===== config.mk =====
export PLATFORM = sky130hd
export DESIGN_NAME = ram16x4_seq
export DESIGN_NICKNAME = d
export VERILOG_FILES = /design/src/rtl/ram16x4_seq.sv
export SDC_FILE = /design/constraint.sdc
export NUM_CORES = 1
export LEC_CHECK = 0
export BUFFER_PORTS_ARGS = -buffer_cell sky130_fd_sc_hd__buf_2
export CAP_MARGIN = 15
export CORE_ASPECT_RATIO = 2
export CORE_UTILIZATION = 32
export DETAILED_ROUTE_END_ITERATION = 10
export HOLD_SLACK_MARGIN = 0.15
export PLACE_DENSITY_LB_ADDON = 0.08
export SYNTH_ARGS = -nofsm -noshare
export SYNTH_HDL_FRONTEND = slang
export SYNTH_SLANG_ARGS = --single-unit
export TNS_END_PERCENT = 20

===== constraint.sdc =====
create_clock -name clk -period 5.05 [get_ports clk]
set_clock_uncertainty 0.2 [all_clocks]
set_input_delay 1.01 -clock clk [delete_from_list [all_inputs] [get_ports clk]]
set_output_delay 1.01 -clock clk [all_outputs]
set_load 0.01 [all_outputs]

===== src/rtl/ram16x4_seq.sv =====
// Access sequencer for a 16x4 ECL register-file RAM. Accepts one read or
// write request at a time and produces fully registered enable, address,
// data and write-strobe waveforms with programmable setup, strobe width,
// hold and read-access times. Read results are captured into rsp_data.
module ram16x4_seq #(
   parameter int SETUP_CYC = 1,
   parameter int WIDTH_CYC = 1,
   parameter int HOLD_CYC  = 1,
   parameter int READ_CYC  = 1
) (
   input  logic       clk,
   input  logic       nrst,
   input  logic       req_valid,
   output logic       req_ready,
   input  logic       req_write,
   input  logic [3:0] req_addr,
   input  logic [3:0] req_data,
   output logic       rsp_valid,
   output logic [3:0] rsp_data,
   output logic       busy,
   output logic       a0,
   output logic       a1,
   output logic       a2,
   output logic       a3,
   output logic       d0,
   output logic       d1,
   output logic       d2,
   output logic       d3,
   output logic       nen,
   output logic       nwrite,
   input  logic       q0,
   input  logic       q1,
   input  logic       q2,
   input  logic       q3
);

   typedef enum logic [2:0] {
      IDLE    = 3'd0,
      WSETUP  = 3'd1,
      WSTROBE = 3'd2,
      WHOLD   = 3'd3,
      RWAIT   = 3'd4
   } state_e;

   // Counter load values: a phase of N cycles counts N-1 down to 0.
   localparam logic [3:0] SETUP_LD = 4'(SETUP_CYC - 1);
   localparam logic [3:0] WIDTH_LD = 4'(WIDTH_CYC - 1);
   localparam logic [3:0] HOLD_LD  = 4'(HOLD_CYC - 1);
   localparam logic [3:0] READ_LD  = 4'(READ_CYC - 1);

   state_e     state_q, state_d;
   logic [3:0] cnt_q, cnt_d;

   logic       nen_q, nen_d;
   logic       nwrite_q, nwrite_d;
   logic [3:0] addr_q, addr_d;
   logic [3:0] data_q, data_d;
   logic       rsp_valid_q, rsp_valid_d;
   logic [3:0] rsp_data_q, rsp_data_d;

   logic       accept;
   logic       phase_done;

   assign accept     = req_valid && (state_q == IDLE);
   assign phase_done = (cnt_q == 4'd0);

   // State and phase counter registers.
   // NOTE: sequential state uses non-blocking assignments so every flop
   // samples the pre-edge values regardless of block evaluation order.
   always_ff @(posedge clk or negedge nrst) begin
      if (!nrst) begin
         state_q <= IDLE;
         cnt_q   <= 4'd0;
      end else begin
         state_q <= state_d;
         cnt_q   <= cnt_d;
      end
   end

   // Next state: each phase lasts its programmed cycle count, then advances.
   // NOTE: defaults are assigned first so no path leaves a variable
   // unassigned, which would otherwise infer a latch.
   always_comb begin
      state_d = state_q;
      cnt_d   = cnt_q;
      unique case (state_q)
         IDLE: begin
            if (accept) begin
               state_d = req_write ? WSETUP : RWAIT;
               cnt_d   = req_write ? SETUP_LD : READ_LD;
            end
         end
         WSETUP: begin
            if (phase_done) begin
               state_d = WSTROBE;
               cnt_d   = WIDTH_LD;
            end else begin
               cnt_d = cnt_q - 4'd1;
            end
         end
         WSTROBE: begin
            if (phase_done) begin
               state_d = WHOLD;
               cnt_d   = HOLD_LD;
            end else begin
               cnt_d = cnt_q - 4'd1;
            end
         end
         WHOLD: begin
            if (phase_done) begin
               state_d = IDLE;
               cnt_d   = 4'd0;
            end else begin
               cnt_d = cnt_q - 4'd1;
            end
         end
         RWAIT: begin
            if (phase_done) begin
               state_d = IDLE;
               cnt_d   = 4'd0;
            end else begin
               cnt_d = cnt_q - 4'd1;
            end
         end
         default: begin
            state_d = IDLE;
            cnt_d   = 4'd0;
         end
      endcase
   end

   // Output decode: RAM pin levels follow the upcoming state so the pins
   // themselves can be driven straight from flops with no glitches.
   always_comb begin
      nen_d       = (state_d == IDLE);
      nwrite_d    = (state_d != WSTROBE);
      addr_d      = addr_q;
      data_d      = data_q;
      rsp_valid_d = (state_q == RWAIT) && phase_done;
      rsp_data_d  = rsp_data_q;
      if (accept) begin
         addr_d = req_addr;
         // Reads leave the data pins at their last written value.
         if (req_write) begin
            data_d = req_data;
         end
      end
      if (rsp_valid_d) begin
         rsp_data_d = {q0, q1, q2, q3};
      end
   end

   // Output registers: every RAM-side pin and the response come from here.
   always_ff @(posedge clk or negedge nrst) begin
      if (!nrst) begin
         nen_q       <= 1'b1;
         nwrite_q    <= 1'b1;
         addr_q      <= 4'd0;
         data_q      <= 4'd0;
         rsp_valid_q <= 1'b0;
         rsp_data_q  <= 4'd0;
      end else begin
         nen_q       <= nen_d;
         nwrite_q    <= nwrite_d;
         addr_q      <= addr_d;
         data_q      <= data_d;
         rsp_valid_q <= rsp_valid_d;
         rsp_data_q  <= rsp_data_d;
      end
   end

   assign req_ready = (state_q == IDLE);
   assign busy      = (state_q != IDLE);
   assign rsp_valid = rsp_valid_q;
   assign rsp_data  = rsp_data_q;
   assign nen       = nen_q;
   assign nwrite    = nwrite_q;
   assign a0        = addr_q[3];
   assign a1        = addr_q[2];
   assign a2        = addr_q[1];
   assign a3        = addr_q[0];
   assign d0        = data_q[3];
   assign d1        = data_q[2];
   assign d2        = data_q[1];
   assign d3        = data_q[0];

endmodule


# Yosys cells after proc, flatten, opt, wreduce, memory -nomap -nowiden
# Index checks and enable logic that the tools add are counted.
[op_classes]
mux = 9
eq_ne = 6
n_addsub = 1
reduce_logical = 9
[ops]
columns = ["cell", "n"]
rows = [
  ["2-to-1 mux 3 bit", 5],
  ["case mux 3 bit (4 select lines)", 1],
  ["2-to-1 mux 4 bit", 2],
  ["case mux 4 bit (2 select lines)", 1],
  ["equality test 3 x 2 -> 1 bit, second input constant", 2],
  ["logical NOT 3 bit", 2],
  ["logical NOT 4 bit", 1],
  ["OR reduction 4 bit", 1],
  ["subtractor 4 x 1 -> 4 bit, second input constant", 1],
  ["equality test 3 x 1 -> 1 bit, second input constant", 1],
  ["equality test 3 bit, second input constant", 1],
  ["inequality test 3 x 2 -> 1 bit, second input constant", 1],
  ["nonzero test 3 bit", 1],
  ["logical AND 1 bit", 2],
  ["inequality test 2 x 1 -> 1 bit, second input constant", 1],
  ["AND reduction 2 bit", 1],
  ["OR reduction 2 bit", 1],
]
[totals]
output_inout_bits = 17
wordCells = 33
register_bits = 22

# Longest topological paths before layout
[depth]
depth_word = 5
ltp_mapped = 6
mapped_depth_nobuf = 5

# Worst setup path after synthesis
# Ideal clock, no wire load.
[synth_timing]
kind = "register -> output"
startpoint = "register state_q[1]"
endpoint = "output port req_ready"
stages_incl_launch_ff = 5
arrival_time_ps = 1002
t_required_ps = 3840
path_buffers = 2
slack_ps = 2838
cell_sequence = "dfrtp_1 buf_6 or3_1 buf_6 inv_6"
[synth_between]
elab_chain_len = 1
[synth_lines]
columns = ["item", "line_no", "source"]
rows = [
  ["start: declaration", "51", "state_e state_q, state_d;"],
  ["start signal: assignment", "75", "state_q <= state_d;"],
  ["logical NOT 3 bit", "172", "assign req_ready = (state_q == IDLE);"],
  ["end: declaration", "14", "output logic req_ready,"],
]
# Every way passes these cells.

# Worst setup path in the final report
[layout_timing]
startpoint = "register state_q[2]"
endpoint = "output port req_ready"
# Same word-level chain as after synthesis.

==> impl_metrics.tcl <==
set metrics [dict create \
    vias_per_cell 5.117 \
    combinationalPowerShare 0.455 \
    cts-buffers-inserted 3 \
    clock_latency_ns 0.26 \
    start_util 0.3420 \
    ys_seq_elements 22 \
    tritoncts "built" \
    synth_area_sq_um 1018 \
    status "finished, final reports clean" \
    grt_pass1_wl_um 3401 \
    endpoint "req_ready" \
    p_per_area_nw_per_um2 650.7 \
    ys_types 30 \
    use_met2 0.2547 \
    startpoint_type "flip-flop" \
    worstSetupEndpointType "output port" \
    path_cells "or3_1 -> inv_6 -> buf_2" \
    cts_hold_buf 0 \
    post_cts_buffers 0 \
    fin_util 0.4181 \
    portBuffers 32 \
    reg2reg_from "cnt_q[0]" \
    slew_viol_final 0 \
    final_area_sq_um 1245 \
    synth_top_area_frac 0.4914 \
    switching_share 0.3766 \
    stdcell_count 145 \
    clk_pin_slew_ns 0.08 \
    synth_area_leaders "dfrtp_1, mux2_2, mux2_4, dfstp_2, o21ai_0" \
    ff2ff_setup_slack_ns 2.80 \
    finalWirelength_um 2154 \
    yosys.area.top_type "dfrtp_1" \
    p_leak_nw 0.6024 \
    ys_warn_count 0 \
    setup_viol 0 \
    cp.arrival_ns 1.57 \
    fin_crit_ns 2.778 \
    hp-class "reg2reg" \
    synth_edf_count 0 \
    grtUsageMet1 0.1355 \
    critical_path_buf_inv_count 2 \
    syn_nets 100 \
    syn_inst 82 \
    cp_top_family "simple AND/OR/NAND/NOR gates" \
    grt_use_met3 0.01758 \
    hold_violations 0 \
    diodes 0 \
    fmaxAchievable_mhz 360.0 \
    num_vias 742 \
    core_area_sq_um 2978 \
    cts_resized 0 \
    drive_above_1_share 0.4609 \
    clock_path_buffers 2 \
    p_int_uw 505.0 \
    drt_iter0_markers 6 \
    grtUsageTotal 0.1316 \
    post_dp_cell_area_sq_um 1190 \
    clock_sinks 22 \
    hpwl_um 1659 \
    grt_pass1_vias 725 \
    ys.flop_type "dfrtp_1" \
    relSlewSlack 0.5465 \
    p_clk_frac 0.155 \
    r2r_cells 5 \
    dp_cells 141 \
    gr-max-usage-layer "met2" \
    place.gp.congestion 0.7612 \
    path_class "reg2out" \
    htreeDepth 1 \
    reg2reg_to "rsp_data[3]" \
    grt_max_degree 23 \
    die_area_sq_um 3426 \
    pwr-share-seq 0.390 \
    cp.required_ns 3.84 \
    worst_pin_slew_ns 0.6741 \
    remaining_drc_errors 0 \
    io_pins 33 \
    layout_commonest_cell "buf_2" \
    syn2layout_area_growth_pct 22.24 \
    dr.pass1.iters 4 \
    crit_slowest_cell "or3_1" \
    nNetsFinal 134 \
    async_flop_share 1.000 \
    finalPower_uw 810.0 \
    final_cell_mix "buf_2, dfrtp_1, mux2_2, o21ai_0, inv_1" \
    cp_slowest_stage_delay_ns 0.57 \
    cp.depth 3 \
    tns_ns 0 \
    ant_nets 0 \
    period_share 0.5501 \
    ys_seq_area_frac 0.5430 \
    antenna_found_initial 0 \
    peakVddDrop_mv 0.3180 \
    critPathLaunch "state_q[2]" \
    synth.avg_cell_area_sq_um 12.42 \
    max_cap_viol_count 0 \
    rsz0062_at_grt "false" \
    crit_fanout 11 \
    die_w_um 41.89 \
    cts_root_buf "clkbuf_8" \
    switchingPower_uw 305.0 \
    fp.dieH_um 81.78 \
    num_rows 28 \
    overflow 0 \
    wl_per_cell_um 14.86 \
]
[worst register-to-register path, cell delays in order, from the launching register on]
cell	delay, ns
dfrtp_1	0.40
inv_1	0.08
ha_1	0.19
nor3b_1	0.55
nand3_1	0.36
mux2_2	0.36
[state kept, by name (all words and copies together) (netlist names)]
signal     count
addr_q         4
cnt_q          4
nen            1
rsp_data       4
rsp_valid      1
state_q        3
nwrite         1
data_q         4
[cell usage after synthesis, types with 2 or more instances]
cell	count
or3_1	3
nand2_1	4
mux2_4	4
inv_1	5
a21oi_1	3
ha_1	2
nand3_1	2
mux2_2	8
mux2i_1	2
nor3b_1	2
nor2b_1	2
dfstp_2	2
o21ai_0	6
buf_6	2
dfrtp_1	20
[layout make-up]
cell class              instances  area [sq um]
fillers                       292          1733
flip-flops and latches         22         553.0
multi-input cells              51         411.6
repair buffers                 32         160.2
clock buffers                   4         55.05
well taps                      30         37.54
inverters                       6         27.53
[cells by family (layout without fill, tap and decap cells)]
group                    count (synthesis)  in the layout  synth area share
adder cells (fa/ha/maj)                  2              2           0.02457
flip-flops                              22             22            0.5430
AO/OA/AOI/OAI                           13             13           0.07495
multiplexers                            14             14            0.1671
buffers and inverters                    9             42           0.05282
AND/OR/NAND/NOR                         22             22            0.1376
[per-layer routing]
layer,vias up,wire [um]
met2,22,1221
li1,351,-
met3,4,79
met4,0,46
met1,365,807
met5,-,0
[power groups by stage]
stage	logic (mW)	clock network, mW	registers [mW]
after CTS	0.375	0.130	0.317
after global routing	0.406	0.137	0.327
after detailed placement	0.372	0	0.320
after global placement	0.363	0	0.315
final	0.369	0.126	0.316
after floorplan	0.244	0	0.333
[metrics by stage]
step / setup WS [ns] / hold slack (ns)
finish: 2.272 / 0.3019
global route: 2.202 / 0.3109
CTS: 2.259 / 0.3049
detailed placement: 2.546 / 0.2881
global placement: 2.584 / 0.2808
floorplan: 2.838 / 0.2632
[how the worst min path moves through the flow]
stage                           start     endpoint  slack (ns)  cells after the start
after floorplan              cnt_q[1]     cnt_q[1]        0.26                      2
after global placement       cnt_q[3]     cnt_q[3]        0.28                      1
after detailed placement    data_q[1]    data_q[1]        0.29                      1
after CTS                    cnt_q[3]     cnt_q[3]        0.30                      1
after global routing         cnt_q[3]     cnt_q[3]        0.31                      1
final                     rsp_data[1]  rsp_data[1]        0.30                      1
No activity file was read; power rests on OpenSTA's default activity.
